[config.mk]
export PLATFORM = sky130hd
export DESIGN_NAME = gate_bist_ctrl_flat
export DESIGN_NICKNAME = d
export VERILOG_FILES = /design/src/rtl/gate_bist_ctrl_if.sv /design/src/rtl/gate_bist_ctrl.sv /design/src/flat_wrapper.sv
export SDC_FILE = /design/constraint.sdc
export NUM_CORES = 1
export LEC_CHECK = 0
export ABC_AREA = 1
export BUFFER_PORTS_ARGS = -buffer_cell sky130_fd_sc_hd__buf_2
export CORE_MARGIN = 2
export CORE_UTILIZATION = 26
export DETAILED_ROUTE_END_ITERATION = 6
export SLEW_MARGIN = 40
export SYNTH_ARGS = -nofsm -noshare
export SYNTH_HDL_FRONTEND = slang
export SYNTH_SLANG_ARGS = --single-unit
[constraint.sdc]
create_clock -name clk -period 2.8 [get_ports clk]
set_clock_uncertainty 0.1 [all_clocks]
set_input_delay 0.42 -clock clk [delete_from_list [all_inputs] [get_ports clk]]
set_output_delay 0.42 -clock clk [all_outputs]
set_load 0.05 [all_outputs]
[src/rtl/gate_bist_ctrl_if.sv]
// ---------------------------------------------------------------------------
// gate_bist_ctrl_if
// Bundle of signals between the BIST controller and the harness around one
// combinational gate-library netlist.
//
// Optional feature macro: GATE_BIST_STEP_EN (adds the 'step' signal).
//
// Signals:
//   start      harness -> ctrl  begin a run (honoured in IDLE or DONE)
//   golden     harness -> ctrl  expected signature, captured on entry to DONE
//   dut_out    netlist -> ctrl  combinational netlist response to dut_in
//   step       harness -> ctrl  (GATE_BIST_STEP_EN only) advance one pattern
//   dut_in     ctrl -> netlist  current pattern (bit0 = N1)
//   busy       ctrl -> harness  high in INIT and RUN
//   done       ctrl -> harness  high in DONE
//   pass       ctrl -> harness  signature matched golden, valid while done
//   signature  ctrl -> harness  live MISR contents
//   pat_cnt    ctrl -> harness  patterns folded so far
//
// Modports: master = harness side, slave = controller side.
// ---------------------------------------------------------------------------
interface gate_bist_ctrl_if #(
  parameter int IN_W  = 22,
  parameter int OUT_W = 10,
  parameter int CNT_W = 16
);

  logic             start;
  logic [OUT_W-1:0] golden;
  logic [OUT_W-1:0] dut_out;
  logic [IN_W-1:0]  dut_in;
  logic             busy;
  logic             done;
  logic             pass;
  logic [OUT_W-1:0] signature;
  logic [CNT_W-1:0] pat_cnt;
`ifdef GATE_BIST_STEP_EN
  logic             step;
`endif

`ifdef GATE_BIST_STEP_EN
  modport master (
    output start, golden, dut_out, step,
    input  dut_in, busy, done, pass, signature, pat_cnt
  );

  modport slave (
    input  start, golden, dut_out, step,
    output dut_in, busy, done, pass, signature, pat_cnt
  );
`else
  modport master (
    output start, golden, dut_out,
    input  dut_in, busy, done, pass, signature, pat_cnt
  );

  modport slave (
    input  start, golden, dut_out,
    output dut_in, busy, done, pass, signature, pat_cnt
  );
`endif

endinterface

[src/rtl/gate_bist_ctrl.sv]
// ---------------------------------------------------------------------------
// gate_bist_ctrl
// Built-in self-test controller for a combinational gate-library netlist.
// A 22-bit LFSR (x^22+x^21+1) drives the netlist inputs, the netlist outputs
// are compacted into a 10-bit MISR (x^10+x^7+1), and after NUM_PAT patterns
// the signature is compared against a golden value captured on entry to DONE.
//
// Optional feature macro: GATE_BIST_STEP_EN
//   defined   : bus.step gates LFSR/MISR/counter advance while in RUN
//   undefined : RUN advances every cycle
//
// Ports:
//   clk   clock, all state on rising edge
//   rst   asynchronous active-high reset
//   bus   gate_bist_ctrl_if.slave (start, golden, dut_out, [step] in;
//         dut_in, busy, done, pass, signature, pat_cnt out)
//
// Parameters: IN_W, OUT_W, CNT_W must match the interface instance.
//   NUM_PAT must lie in 1..2^CNT_W-1 (checked at elaboration).
//   The feedback taps are taken relative to the top of each register so the
//   default widths give exactly the polynomials above.
// ---------------------------------------------------------------------------
module gate_bist_ctrl #(
  parameter int              IN_W    = 22,
  parameter int              OUT_W   = 10,
  parameter int              CNT_W   = 16,
  parameter int              NUM_PAT = 256,
  parameter logic [IN_W-1:0] SEED    = {{(IN_W-1){1'b0}}, 1'b1}
) (
  input  logic              clk,
  input  logic              rst,
  gate_bist_ctrl_if.slave   bus
);

  // -------------------------------------------------------------------------
  // Elaboration-time parameter checks
  // -------------------------------------------------------------------------
  generate
    if (NUM_PAT < 1 || longint'(NUM_PAT) > (longint'(1) << CNT_W) - 1) begin : g_bad_num_pat
      $error("gate_bist_ctrl: NUM_PAT must be in 1..2^CNT_W-1");
    end
    if (IN_W < 2 || OUT_W < 4) begin : g_bad_width
      $error("gate_bist_ctrl: IN_W must be >= 2 and OUT_W >= 4");
    end
  endgenerate

  // An all-zero LFSR never leaves zero, so a zero seed is replaced by 1.
  localparam logic [IN_W-1:0]  SEED_EFF = (SEED == '0) ? {{(IN_W-1){1'b0}}, 1'b1} : SEED;
  localparam logic [CNT_W-1:0] LAST_CNT = CNT_W'(NUM_PAT - 1);

  typedef enum logic [1:0] {
    S_IDLE,
    S_INIT,
    S_RUN,
    S_DONE
  } state_t;

  state_t           state;
  logic [IN_W-1:0]  lfsr;
  logic [IN_W-1:0]  dut_in_q;
  logic [OUT_W-1:0] misr;
  logic [OUT_W-1:0] golden_q;
  logic [CNT_W-1:0] cnt;
  logic             busy_q;
  logic             done_q;
  logic             pass_q;

  logic [IN_W-1:0]  lfsr_next;
  logic [OUT_W-1:0] misr_next;
  logic             adv;

  // Next LFSR / MISR values. dut_out is the netlist's response to the
  // pattern currently on dut_in, so it is folded in on the same edge.
  assign lfsr_next = {lfsr[IN_W-2:0], lfsr[IN_W-1] ^ lfsr[IN_W-2]};
  assign misr_next = {misr[OUT_W-2:0], misr[OUT_W-1] ^ misr[OUT_W-4]} ^ bus.dut_out;

`ifdef GATE_BIST_STEP_EN
  assign adv = bus.step;
`else
  assign adv = 1'b1;
`endif

  // -------------------------------------------------------------------------
  // Controller FSM with registered outputs. dut_in is kept as its own
  // register so it reads zero outside RUN while lfsr holds its value in DONE.
  // -------------------------------------------------------------------------
  always_ff @(posedge clk or posedge rst) begin
    if (rst) begin
      state    <= S_IDLE;
      lfsr     <= SEED;
      dut_in_q <= '0;
      misr     <= '0;
      golden_q <= '0;
      cnt      <= '0;
      busy_q   <= 1'b0;
      done_q   <= 1'b0;
      pass_q   <= 1'b0;
    end else begin
      case (state)
        S_IDLE: begin
          if (bus.start) begin
            state  <= S_INIT;
            busy_q <= 1'b1;
          end
        end

        S_INIT: begin
          lfsr     <= SEED_EFF;
          dut_in_q <= SEED_EFF;
          misr     <= '0;
          cnt      <= '0;
          state    <= S_RUN;
        end

        S_RUN: begin
          if (adv) begin
            lfsr <= lfsr_next;
            misr <= misr_next;
            cnt  <= cnt + 1'b1;
            if (cnt == LAST_CNT) begin
              // Last pattern folded on this edge: compare against the
              // golden value being captured so pass is valid with done.
              state    <= S_DONE;
              golden_q <= bus.golden;
              dut_in_q <= '0;
              busy_q   <= 1'b0;
              done_q   <= 1'b1;
              pass_q   <= (misr_next == bus.golden);
            end else begin
              dut_in_q <= lfsr_next;
            end
          end
        end

        S_DONE: begin
          if (bus.start) begin
            state  <= S_INIT;
            busy_q <= 1'b1;
            done_q <= 1'b0;
            pass_q <= 1'b0;
          end else begin
            pass_q <= (misr == golden_q);
          end
        end

        default: begin
          state  <= S_IDLE;
          busy_q <= 1'b0;
          done_q <= 1'b0;
          pass_q <= 1'b0;
        end
      endcase
    end
  end

  assign bus.dut_in    = dut_in_q;
  assign bus.busy      = busy_q;
  assign bus.done      = done_q;
  assign bus.pass      = pass_q;
  assign bus.signature = misr;
  assign bus.pat_cnt   = cnt;

endmodule

[src/flat_wrapper.sv]
// flat-port wrapper written by rule: the top's interface ports become plain ports
module gate_bist_ctrl_flat 
#(
  parameter int              IN_W    = 22,
  parameter int              OUT_W   = 10,
  parameter int              CNT_W   = 16,
  parameter int              NUM_PAT = 256,
  parameter logic [IN_W-1:0] SEED    = {{(IN_W-1){1'b0}}, 1'b1}
)
  (clk, rst, bus_start, bus_golden, bus_dut_out, bus_dut_in, bus_busy, bus_done, bus_pass, bus_signature, bus_pat_cnt);
  gate_bist_ctrl_if #(.IN_W(IN_W), .OUT_W(OUT_W), .CNT_W(CNT_W)) bus_i ();
  input  logic clk;
  input  logic rst;
  input wire logic [$bits(bus_i.start)-1:0] bus_start;
  input wire logic [$bits(bus_i.golden)-1:0] bus_golden;
  input wire logic [$bits(bus_i.dut_out)-1:0] bus_dut_out;
  output wire logic [$bits(bus_i.dut_in)-1:0] bus_dut_in;
  output wire logic [$bits(bus_i.busy)-1:0] bus_busy;
  output wire logic [$bits(bus_i.done)-1:0] bus_done;
  output wire logic [$bits(bus_i.pass)-1:0] bus_pass;
  output wire logic [$bits(bus_i.signature)-1:0] bus_signature;
  output wire logic [$bits(bus_i.pat_cnt)-1:0] bus_pat_cnt;
  assign bus_i.start = bus_start;
  assign bus_i.golden = bus_golden;
  assign bus_i.dut_out = bus_dut_out;
  assign bus_dut_in = bus_i.dut_in;
  assign bus_busy = bus_i.busy;
  assign bus_done = bus_i.done;
  assign bus_pass = bus_i.pass;
  assign bus_signature = bus_i.signature;
  assign bus_pat_cnt = bus_i.pat_cnt;
  gate_bist_ctrl #(.IN_W(IN_W), .OUT_W(OUT_W), .CNT_W(CNT_W), .NUM_PAT(NUM_PAT), .SEED(SEED)) u_core (.clk(clk), .rst(rst), .bus(bus_i));
endmodule
After elaboration in Yosys (flattened, before gate mapping). Cells that the tools add are included.

Bits in registers: 85. Bits of input ports: 23. Word-level logic and storage cells: 49.

$add $sub $neg: 1. Equality and inequality tests: 9. Multiplexer cells: 17. Bitwise operators: 3. Reductions and logical operators: 10.

Operator list (count): case mux 22 bit (2 select lines) (2); case mux 16 bit (2 select lines) (1); two-way mux 22 bit (1); == test 10 bit (2); case mux 10 bit (2 select lines) (1); adder 16 x 1 -> 16 bit (second input constant) (1); == test 16 x 8 -> 1 bit (second input constant) (1); XOR 10 bit (1); two-way mux 1 bit (6); case mux 1 bit (2 select lines) (3); case mux 2 bit (3 select lines) (1); AND reduction 2 bit (3); AND reduction 3 bit (2); nonzero test 2 bit (3); == test 2 bit (second input constant) (2); two-way mux 2 bit (2); inequality test 2 x 1 -> 1 bit (second input constant) (2); == test 2 x 1 -> 1 bit (second input constant) (1); zero test 2 bit (1); inequality test 2 bit (second input constant) (1); OR reduction 2 bit (1); XOR 1 bit (2).

Depth between registers and ports, before layout. Gate-level depths: netlist of the first run.

Word-level depth: 5. Depth in mapped cells: 10. Gate-level depth less buffers: 10.

Worst setup path before layout of the first run. OpenSTA, ideal clock, no wires.

Path kind: reg2reg. Start: reg u_core.cnt[0] (netlist: u_core.bus.pat_cnt[0]). End: reg u_core.busy_q (netlist: u_core.bus.busy). Arrival time: 1.699 ns. Slack: 0.876 ns. Stages on the path, launching flop included: 11. Path buffers: 0. Path through: dfrtp_1 -> ha_1 -> nand2_1 -> inv_1 -> nand2_1 -> nor2_1 -> nand2_4 -> nand2_2 -> o21ai_2 -> o21ai_1 -> o21ai_1.

Word-level cells in the longest chain between the ends: 3.

Ends and longest elaborated chain: start, declared (RTL line gate_bist_ctrl.sv:63) `logic [CNT_W-1:0] cnt;`; start signal, assigned (RTL line gate_bist_ctrl.sv:119) `cnt <= cnt + 1'b1;`; == test 16 x 8 -> 1 bit (RTL line gate_bist_ctrl.sv:120) `if (cnt == LAST_CNT) begin`; inequality test 2 x 1 -> 1 bit (no line); AND reduction 3 bit (no line); end signal, assigned (RTL line gate_bist_ctrl.sv:126) `busy_q <= 1'b0;`; end signal, assigned (RTL line gate_bist_ctrl.sv:138) `busy_q <= 1'b1;`; end signal, assigned (RTL line gate_bist_ctrl.sv:148) `busy_q <= 1'b0;`; end, declared (RTL line gate_bist_ctrl.sv:64) `logic busy_q;`.

Every way passes these cells. A chain may end at the register's enable or synchronous reset.

Worst setup path in the final report of the first run.
Start: reg u_core.state[0]. End: reg u_core.cnt[9] (netlist: u_core.bus.pat_cnt[9]).

Word-level cells in the longest chain between the ends: 2.

Ends and longest elaborated chain: start, declared (RTL line gate_bist_ctrl.sv:58) `state_t state;`; start signal, assigned (RTL line gate_bist_ctrl.sv:89) `state <= S_IDLE;`; start signal, assigned (RTL line gate_bist_ctrl.sv:102) `state <= S_INIT;`; start signal, assigned (RTL line gate_bist_ctrl.sv:112) `state <= S_RUN;`; == test 2 bit / == test 2 x 1 -> 1 bit (equally long branches) (RTL line gate_bist_ctrl.sv:99) `case (state)`; case mux 16 bit (2 select lines) / nonzero test 2 bit (equally long branches).

Parallel ways exist; a longest one is shown, timed or not.

==> results of run 1 <==
## final cells by class
type | instances | area, um^2 | area share
Multi-Input combinational cell | 357 | 1610 | 0.327
Timing Repair Buffer | 76 | 413 | 0.0837
Clock buffer | 10 | 239 | 0.0485
Tap cell | 188 | 235 | 0.0477
Clock inverter | 6 | 62.6 | 0.0127
Sequential cell | 85 | 2130 | 0.432
Inverter | 63 | 239 | 0.0485
## final timing paths
kind | start | to | depth (start not counted)
worst max-delay path | u_core.state[0] | u_core.bus.pat_cnt[9] | 8
worst min-delay path | rst | u_core.lfsr[3] | 2
worst min register to register | u_core.lfsr[0] | u_core.lfsr[0] | 2
max in group asynchronous | rst | u_core.lfsr[0] | 3
min in group clk | bus_golden[5] | u_core.golden_q[5] | 3
worst max register to register | u_core.state[0] | u_core.bus.pat_cnt[9] | 8
## metrics by stage
step	util	cell area, um^2	setup slack (ps)	hold slack, ps	power, uW
floorplan	-	4050	88.2	347	2890
global placement	0.304	4630	665	364	3360
detailed placement	0.304	4630	649	365	3370
CTS	0.324	4930	627	101	4600
global route	0.324	4930	374	79.5	4850
finish	0.324	4930	636	34.8	4530
## cells by family after synthesis
| family | share of synthesized area |
|---|---|
| simple gates | 0.284 |
| fa+ha+maj | 0.0124 |
| buf+inv | 0.0763 |
| xor+xnor | 0.00865 |
| compound gates | 0.0930 |
| flops | 0.526 |
## routing by layer
metal / vias up / global-route usage / routed length [um]
li1: 1780 / - / -
met1: 1609 / 0.172 / 4910
met2: 59 / 0.204 / 4590
met3: 8 / 0.0304 / 403
met4: 0 / 0.0384 / 104
met5: - / 0 / 0
## layout by cell type, fill, tap and decap left out, types with 5 or more instances in the layout
master and n:
a21oi_1 12, clkbuf_16 9, o21ai_1 16, o21ai_0 35, nand3_1 25, nand2_1 197, nor2_1 38, buf_2 73
inv_2 5, inv_1 57, dfrtp_1 84
## state kept, by name, summed over array words and instances, names as in the netlist
name,count
u_core.state,2
u_core.bus.done,1
u_core.bus.pass,1
u_core.bus.dut_in,22
u_core.bus.busy,1
u_core.golden_q,10
u_core.bus.signature,10
u_core.lfsr,22
u_core.bus.pat_cnt,16
## power groups by stage
stage               clock network [uW]  logic (uW)  registers, uW
floorplan                            0         999           1900
global placement                     0        1810           1550
detailed placement                   0        1820           1550
CTS                               1240        1830           1530
global route                      1290        2010           1560
finish                            1200        1810           1530
==> metrics.md, run 1 <==
| Metric | Value |
|---|---|
| Run status | `finished clean` |
| Warnings, synthesis | `0` |
| Starting Density | `0.266` |
| Half-perimeter wire length of the detailed placement result | `7130 um` |
| Cell taking the most area after synthesis | `dfrtp_1` |
| Violation count after the first detailed-route iteration | `194` |
| RSZ-0062 raised after global routing | `false` |
| Detail Route Antenna Nets | `0` |
| Final critical path time including I/O delays and setup | `2160 ps` |
| Slew at the pin closest to its max-slew limit | `543 ps` |
| Worst-path maximum fanout | `50` |
| Antenna fix cells | `0` |
| Post-synth top cells | `nand2_1, dfrtp_1, inv_1, nor2_1, o21ai_0` |
| Total vias in the final route | `3456` |
| Final Hold Viols | `0` |
| Number of antenna violations at the first check in global routing | `0` |
| Slowest cell on crit path | `buf_4` |
| Share of post-route cells with drive strength above 1 | `0.181` |
| Synth area leaders | `dfrtp_1, nand2_1, inv_1` |
| Data required time at the worst endpoint | `2920 ps` |
| Global-route wire length before repair | `16500 um` |
| Reported net switching power | `2000 uW` |
| Number of I/O pins | `74` |
| Number of H-tree levels | `3` |
| Grt total ovfl | `0` |
| Slew margin rel. | `0.637` |
| Total count of max-transition violations in the final report | `0` |
| Routed Wire Length | `10000 um` |
| Number of synthesized flops with an enable pin | `0` |
| Final instance count without filler cells | `785` |
| Vias per inst | `4.40` |
| IO Port Bufs | `73` |
| Final weighted congestion in routability-driven placement | `0.801` |
| Buffer cell driving the clock tree root | `clkbuf_16` |
| Post-route fraction of the period consumed by the critical path | `0.773` |
| Flop and latch count out of synthesis | `85` |
| Clock-pin slew on the worst setup and hold paths | `70 ps` |
| Fraction of power spent switching nets | `0.442` |
| GRT Resource Usage Total | `0.127` |
| Net count of the mapped netlist | `545` |
| Delay of the slowest critical-path stage | `450 ps` |
| Gate count of the mapped netlist | `518` |
| Avg Synthesized Cell Area | `7.82 um^2` |
| Startpoint class of the critical path | `register` |
| Total DRC errors in the routed layout | `0` |
| Unique masters post-synth | `30` |
| Area Growth Syn to Fin | `21.8%` |
| Post-CTS Setup Repair Bufs | `0` |
| Most frequently used flop master after synthesis | `dfrtp_1` |
| CTS tree | `yes` |
| First-pass DRT Iterations | `4` |
| Share of Yosys cell area claimed by the top area cell type | `0.519` |
| Total number of nets in the final design | `619` |
| Number of buffers added by the clock tree synthesis step | `9` |
| Most numerous cell in the Yosys netlist | `nand2_1` |
| Worst endpoint data arrival time | `2280 ps` |
| Clk_lat worst skew | `330 ps` |
| Final-report setup violation count | `0` |
| Cts hold-fix bufs | `0` |
| Maximum clock insertion buffer count | `2` |
| Worst IR drop on VDD | `0.446 mV` |
| Average detailed-routed wire length per instance | `12.7 um` |
| Row Count | `45` |
| Cell family contributing the most delay on the critical path | `buffers and inverters` |
| Sequential-to-total area share from yosys stat | `0.526` |
| Combinational power share | `0.399` |
| Type of the worst setup path | `register to register` |
| Share of power burned in registers | `0.337` |
| Number of sinks handled by clock tree synthesis | `85` |
| Maximum Capacitance Violations | `0` |
| Sum of negative setup slack | `0 ps` |
| Largest net degree at the start of global routing | `51` |
| Synthesized cell area | `4050 um^2` |
| Critical Path Sink Type | `register` |
| Crit-path cells | `inv_1 > ha_1 > buf_4 > inv_2 > nand2_1 > nor2_1 > a21oi_1 > nor3_1` |
| Instance count after placement with tap cells included | `769` |
| Internal power contribution | `2530 uW` |
| Flop-to-flop setup slack | `640 ps` |
| Leakage power | `0.00270 uW` |
| Worst min path class | `input pin to async pin` |
| Core outline area | `15200 um^2` |
| Total die area | `16600 um^2` |
| Timing-limited maximum frequency | `462 MHz` |
| Width of the die | `129 um` |
| Fraction of registers with async set or reset after synthesis | `1.00` |
| Clk pwr share | `0.264` |
| Vias in the first global route | `3354` |
| Buffer and inverter count on the worst path | `3` |
| Y dimension of the die | `129 um` |
| FILL cells | `1637` |
| Pwr/cell area | `919 nW/um^2` |
| Number of gates resized after CTS | `0` |
Power figures use the tool's default switching activity.
==> run 2: changes to the inputs <==
Clock period 2.8 ns to 1.95 ns, I/O delays scaled along.
==> metrics.md, run 2 (synthesis gave the netlist of run 1 again) <==
| Metric | Value |
|---|---|
| Run status | `finished clean (unchanged)` |
| Critical Path Sink Type | `register (unchanged)` |
| Startpoint of the lowest-slack hold path | `bus_golden[5]` |
| Total die area | `16600 um^2 (unchanged)` |
| GRT Resource Usage Total | `0.131 (was 0.127)` |
| Share of post-route cells with drive strength above 1 | `0.196 (was 0.181)` |
| Number of antenna violations at the first check in global routing | `0 (unchanged)` |
| Violation count after the first detailed-route iteration | `128 (was 194)` |
| Worst IR drop on VDD | `0.587 mV (was 0.446 mV)` |
| Most common cell after layout, fill and taps aside | `nand2_1 (unchanged)` |
| IO Port Bufs | `73 (unchanged)` |
| CTS tree | `yes (unchanged)` |
| Final instance count without filler cells | `795 (was 785)` |
| Total count of max-transition violations in the final report | `0 (unchanged)` |
| Leakage power | `0.00274 uW (was 0.00270 uW)` |
| Number of H-tree levels | `3 (unchanged)` |
| FILL cells | `1615 (was 1637)` |
| First-pass DRT Iterations | `6 (was 4)` |
| Average detailed-routed wire length per instance | `12.8 um (was 12.7 um)` |
| Row Count | `45 (unchanged)` |
| Clk_lat worst skew | `340 ps (was 330 ps)` |
| Flop-to-flop setup slack | `160 ps (was 640 ps)` |
| Maximum Capacitance Violations | `0 (unchanged)` |
| Maximum clock insertion buffer count | `2 (unchanged)` |
| Worst slack on hold paths | `99.0 ps (was 34.8 ps)` |
| Antenna fix cells | `0 (unchanged)` |
| Core outline area | `15200 um^2 (unchanged)` |
| Pwr/cell area | `1300 nW/um^2 (was 919 nW/um^2)` |
| Final Hold Viols | `0 (unchanged)` |
| Routed Wire Length | `10200 um (was 10000 um)` |
| Clock-pin slew on the worst setup and hold paths | `60 ps (was 70 ps)` |
| Total vias in the final route | `3488 (was 3456)` |
| Largest net degree at the start of global routing | `34 (was 51)` |
| Leading cell types in the layout, fill and taps excluded | `nand2_1, dfrtp_1, buf_2 (unchanged)` |
| Startpoint class of the critical path | `register (unchanged)` |
| Grt total ovfl | `0 (unchanged)` |
| Starting Density | `0.266 (unchanged)` |
| Total DRC errors in the routed layout | `0 (unchanged)` |
| Final-report setup violation count | `0 (unchanged)` |
| Final critical path time including I/O delays and setup | `1790 ps (was 2160 ps)` |
| Number of I/O pins | `74 (unchanged)` |
| Global-route wire length before repair | `16900 um (was 16500 um)` |
| Width of the die | `129 um (unchanged)` |
| Half-perimeter wire length of the detailed placement result | `7380 um (was 7130 um)` |
| Data required time at the worst endpoint | `2070 ps (was 2920 ps)` |
| Worst min path class | `input pin to register (was input pin to async pin)` |
| Worst endpoint data arrival time | `1910 ps (was 2280 ps)` |
| Vias in the first global route | `3303 (was 3354)` |
| Cell count of the worst reg-to-reg path | `8 (unchanged)` |
| Type of the worst setup path | `register to register (unchanged)` |
| Sum of negative setup slack | `0 ps (unchanged)` |
| Vias per inst | `4.39 (was 4.40)` |
| Slew at the pin closest to its max-slew limit | `582 ps (was 543 ps)` |
| Y dimension of the die | `129 um (unchanged)` |
| Total number of nets in the final design | `630 (was 619)` |
| Instance count after placement with tap cells included | `776 (was 769)` |
| Worst-path maximum fanout | `6 (was 50)` |
| Worst hold path stage count | `3` |
| Area Growth Syn to Fin | `24.9% (was 21.8%)` |
| Timing-limited maximum frequency | `560 MHz (was 462 MHz)` |
| Number of buffers added by the clock tree synthesis step | `9 (unchanged)` |
| Number of sinks handled by clock tree synthesis | `85 (unchanged)` |
| Final weighted congestion in routability-driven placement | `0.841 (was 0.801)` |
| Detail Route Antenna Nets | `0 (unchanged)` |
| Post-route fraction of the period consumed by the critical path | `0.916 (was 0.773)` |
| RSZ-0062 raised after global routing | `false (unchanged)` |
| Buffer cell driving the clock tree root | `clkbuf_16 (unchanged)` |
| Critical R2R Capture | `u_core.bus.pat_cnt[12] (was u_core.bus.pat_cnt[9])` |
| Startpoint of the lowest-slack register-to-register path | `u_core.state[0] (unchanged)` |
| Worst Hold Path EP | `u_core.golden_q[5]` |
| Slew margin rel. | `0.611 (was 0.637)` |
-- run 2: cell count changes in the layout (fill, tap and decap cells not counted), moves of 2 or more --
cell      before  now
ha_1           4    2
ha_2           0    2
clkinv_2       3    1
clkinv_4       2    0
clkbuf_1       0    2
buf_12         2    6
buf_4          1    7
clkbuf_8       1    3
-- run 2: worst max path at each step --
stage / start / to / slack (ps) / cells after the start
3_3_place_gp: u_core.bus.pat_cnt[0] / u_core.golden_q[2] / 50 / 10
3_5_place_dp: u_core.bus.pat_cnt[0] / u_core.golden_q[2] / 60 / 10
2_1_floorplan: u_core.bus.pat_cnt[0] / u_core.bus.busy / 30 / 10
4_1_cts: u_core.bus.pat_cnt[0] / u_core.golden_q[2] / 60 / 10
6_report: u_core.state[0] / u_core.bus.pat_cnt[12] / 160 / 8
5_1_grt: u_core.state[0] / u_core.bus.pat_cnt[12] / 2 / 8
-- run 2: metrics by stage --
step / total power [uW] / util / area [um^2] / setup WS (ps)
after CTS: 6650 / 0.329 / 5000 / 57.0
after global placement: 4980 / 0.310 / 4710 / 46.6
after floorplan: 4160 / - / 4050 / 26.3
after detailed placement: 4990 / 0.310 / 4710 / 59.5
final: 6560 / 0.333 / 5060 / 164
after global routing: 7060 / 0.333 / 5060 / 1.76
-- run 2: what timing repair did --
item	CTS	global route
buffers inserted	0	3
hold buffers	1	0
endpoints found under the setup margin	0	16
gates resized for setup	0	4
endpoints found under the hold margin	21	0
-- run 2: area by class of cell --
class	count	area (um^2)	share of cell area
clock buffer	14	274	0.0542
clock inverter	1	5.00	0.000990
inverter	63	240	0.0475
multi-input combinational	357	1630	0.322
sequential	85	2130	0.421
tap	188	235	0.0465
timing repair buffer	87	548	0.108
-- run 2: per-layer routing --
metal | share of wire | GRT usage | wire length [um]
met4 | 0.021 | 0.0569 | 214
met5 | 0 | 0 | 0
met3 | 0.045 | 0.0295 | 462
met1 | 0.47 | 0.172 | 4770
met2 | 0.46 | 0.206 | 4730
-- run 2: worst max-delay path, stage by stage (launching register included) --
cell and delay [ps]:
dfrtp_1 410, inv_1 70, ha_2 320, nor3_2 210
nand2_1 120, inv_2 90, nand3_1 120, o21ai_0 170
a21oi_1 60
-- run 2: power by group --
part | internal [uW] | leakage (uW) | total (uW) | switching, uW
sequential | 1980 | 0.00111 | 2200 | 214
clock | 960 | 0.000139 | 1630 | 666
combinational | 738 | 0.00149 | 2740 | 2000
==> run 3: changes to the inputs <==
Clock period 1.95 ns to 2.1 ns, I/O delays scaled along.
==> metrics.md, run 3 (synthesis gave the netlist of run 1 again) <==
| Metric | Value |
|---|---|
| Run status | `finished clean (unchanged)` |
| Most used cell, CP | `nand2_1` |
| IO Port Bufs | `73 (unchanged)` |
| Y dimension of the die | `129 um (unchanged)` |
| Average detailed-routed wire length per instance | `13.0 um (was 12.8 um)` |
| CTS tree | `yes (unchanged)` |
| Number of I/O pins | `74 (unchanged)` |
| Startpoint class of the critical path | `register (unchanged)` |
| Crit-path cells | `ha_1 > nand2_1 > inv_1 > nand2_1 > nor2_1 > nand2_4 > nor2_8 > inv_2 > nand2_1 > o21ai_1 (was inv_1 > ha_2 > nor3_2 > nand2_1 > inv_2 > nand3_1 > o21ai_0 > a21oi_1)` |
| Reported net switching power | `2670 uW (was 2880 uW)` |
| Clock-pin slew on the worst setup and hold paths | `60 ps (about the same)` |
| Starting Density | `0.266 (unchanged)` |
| Worst hold path stage count | `3 (unchanged)` |
| Startpoint of the lowest-slack register-to-register path | `u_core.bus.pat_cnt[0] (was u_core.state[0])` |
| Slowest cell on crit path | `dfrtp_1 (unchanged)` |
| Routed Wire Length | `10300 um (was 10200 um)` |
| Final Hold Viols | `0 (unchanged)` |
| Post-CTS Setup Repair Bufs | `0 (unchanged)` |
| Clk_lat worst skew | `340 ps (about the same)` |
| Violation count after the first detailed-route iteration | `152 (was 128)` |
| Row Count | `45 (unchanged)` |
| Fraction of power spent switching nets | `0.434 (was 0.439)` |
| Final-report setup violation count | `0 (unchanged)` |
| Grt total ovfl | `0 (unchanged)` |
| Worst-path maximum fanout | `18 (was 6)` |
| Flop-to-flop setup slack | `260 ps (was 160 ps)` |
| Sum of negative setup slack | `0 ps (unchanged)` |
| RSZ-0062 raised after global routing | `false (unchanged)` |
| Critical Path Sink Type | `register (unchanged)` |
| Startpoint of the lowest-slack hold path | `bus_golden[5] (unchanged)` |
| Buffer and inverter count on the worst path | `2 (unchanged)` |
| Global-route wire length before repair | `17300 um (was 16900 um)` |
| Type of the worst setup path | `register to register (unchanged)` |
| Cell family contributing the most delay on the critical path | `simple AND/OR/NAND/NOR gates (unchanged)` |
| Placement Setup Slack | `213 ps (was 59.5 ps)` |
| Width of the die | `129 um (unchanged)` |
| Largest net degree at the start of global routing | `33 (was 34)` |
| Delay of the slowest critical-path stage | `400 ps (was 410 ps)` |
| Worst IR drop on VDD | `0.607 mV (was 0.587 mV)` |
| Antenna fix cells | `0 (unchanged)` |
| Final weighted congestion in routability-driven placement | `0.886 (was 0.841)` |
| Pwr/cell area | `1230 nW/um^2 (was 1300 nW/um^2)` |
| Slew margin rel. | `0.757 (was 0.611)` |
| Worst slack on hold paths | `120 ps (was 99.0 ps)` |
| Share of power burned in registers | `0.332 (was 0.335)` |
| Combinational power share | `0.406 (was 0.417)` |
| Total die area | `16600 um^2 (unchanged)` |
| Total number of nets in the final design | `625 (was 630)` |
| Core occupancy in the finished layout | `0.327 (was 0.333)` |
| Total vias in the final route | `3490 (was 3488)` |
| Critical R2R Capture | `u_core.golden_q[2] (was u_core.bus.pat_cnt[12])` |
| GRT Resource Usage Total | `0.134 (was 0.131)` |
| Timing-limited maximum frequency | `544 MHz (was 560 MHz)` |
| Number of buffers added by the clock tree synthesis step | `9 (unchanged)` |
| Vias per inst | `4.42 (was 4.39)` |
| Most common cell after layout, fill and taps aside | `nand2_1 (unchanged)` |
| Slew at the pin closest to its max-slew limit | `362 ps (was 582 ps)` |
| Min setup slack post-route | `261 ps (was 164 ps)` |
| Cell count of the worst reg-to-reg path | `10 (was 8)` |
| Maximum clock insertion buffer count | `2 (unchanged)` |
| Final critical path time including I/O delays and setup | `1840 ps (was 1790 ps)` |
| Total DRC errors in the routed layout | `0 (unchanged)` |
| First-pass DRT Iterations | `4 (was 6)` |
| Worst endpoint data arrival time | `1960 ps (was 1910 ps)` |
| Half-perimeter wire length of the detailed placement result | `7400 um (was 7380 um)` |
| Maximum Capacitance Violations | `0 (unchanged)` |
| Share of post-route cells with drive strength above 1 | `0.183 (was 0.196)` |
| Leakage power | `0.00271 uW (was 0.00274 uW)` |
| Worst min path class | `input pin to register (unchanged)` |
| Detail Route Antenna Nets | `0 (unchanged)` |
| Number of sinks handled by clock tree synthesis | `85 (unchanged)` |
| Leading cell types in the layout, fill and taps excluded | `nand2_1, dfrtp_1, buf_2 (unchanged)` |
| Post-route fraction of the period consumed by the critical path | `0.876 (was 0.916)` |
| Number of antenna violations at the first check in global routing | `0 (unchanged)` |
| Area Growth Syn to Fin | `22.9% (was 24.9%)` |
| Total count of max-transition violations in the final report | `0 (unchanged)` |
| Vias in the first global route | `3400 (was 3303)` |
| Buffer cell driving the clock tree root | `clkbuf_16 (unchanged)` |
| Internal power contribution | `3470 uW (was 3680 uW)` |
| Number of H-tree levels | `3 (unchanged)` |
| Data required time at the worst endpoint | `2220 ps (was 2070 ps)` |
| Core outline area | `15200 um^2 (unchanged)` |
| Worst Hold Path EP | `u_core.golden_q[5] (unchanged)` |
| Clk pwr share | `0.262 (was 0.248)` |
==> run 3: cell types whose count changed in the layout (fill, tap and decap cells not counted), sizes merged <==
cell    before  now
buf         86   81
bufinv       0    1
clkinv       1    0
==> run 3: routing by layer <==
layer  track usage  wire length, um  vias to the layer above  part of all wire
met4        0.0627              191                        0             0.019
met1         0.183             4950                     1626              0.48
li1              -                -                     1784                 -
met5             0                0                        -                 0
met2         0.200             4660                       67              0.45
met3        0.0312              480                       13             0.047
==> run 3: stage by stage <==
stage	cell area (um^2)	power [uW]	cells
finish	4970	6140	790
global route	4970	6590	790
CTS	4970	6230	790
detailed placement	4670	4580	774
global placement	4670	4580	774
floorplan	4050	3860	518
==> run 3: area by class of cell <==
type / count / area [um^2]
repair buffers: 82 / 460
inverters: 63 / 240
flip-flops and latches: 85 / 2130
well taps: 188 / 235
fillers: 1653 / 10200
multi-input cells: 357 / 1620
clock buffers: 14 / 264
clock inverters: 1 / 30.0
==> run 3: timing repair <==
item | CTS | global route
resized for setup | 0 | 1
endpoints found under the hold margin | 6 | 0
hold buffers | 1 | 0
setup endpoints to repair | 0 | 1
==> run 3: worst reg2reg max path, delay by kind of cell, from the launching register on <==
| family | cells | cell delay [ps] |
|---|---|---|
| AOI/OAI and AO/OA | 1 | 60 |
| DFF | 1 | 400 |
| adders and majority gates | 1 | 240 |
| and+or+nand+nor | 6 | 760 |
| buffers and inverters | 2 | 150 |
==> run 3: power groups by stage <==
stage | Clock, uW | Combinational (uW) | Sequential, uW
global placement | 0 | 2510 | 2060
floorplan | 0 | 1330 | 2530
global route | 1730 | 2790 | 2070
detailed placement | 0 | 2510 | 2070
finish | 1610 | 2490 | 2040
CTS | 1670 | 2520 | 2040
==> run 3: worst max path at each step <==
stage | from | end | slack (ps) | cells past startpoint
floorplan | u_core.bus.pat_cnt[0] | u_core.bus.busy | 180 | 10
global placement | u_core.state[0] | u_core.bus.pat_cnt[5] | 260 | 8
detailed placement | u_core.state[0] | u_core.bus.pat_cnt[14] | 210 | 8
CTS | u_core.state[0] | u_core.bus.pat_cnt[14] | 200 | 8
global route | u_core.bus.pat_cnt[0] | u_core.golden_q[2] | 90 | 10
finish | u_core.bus.pat_cnt[0] | u_core.golden_q[2] | 260 | 10
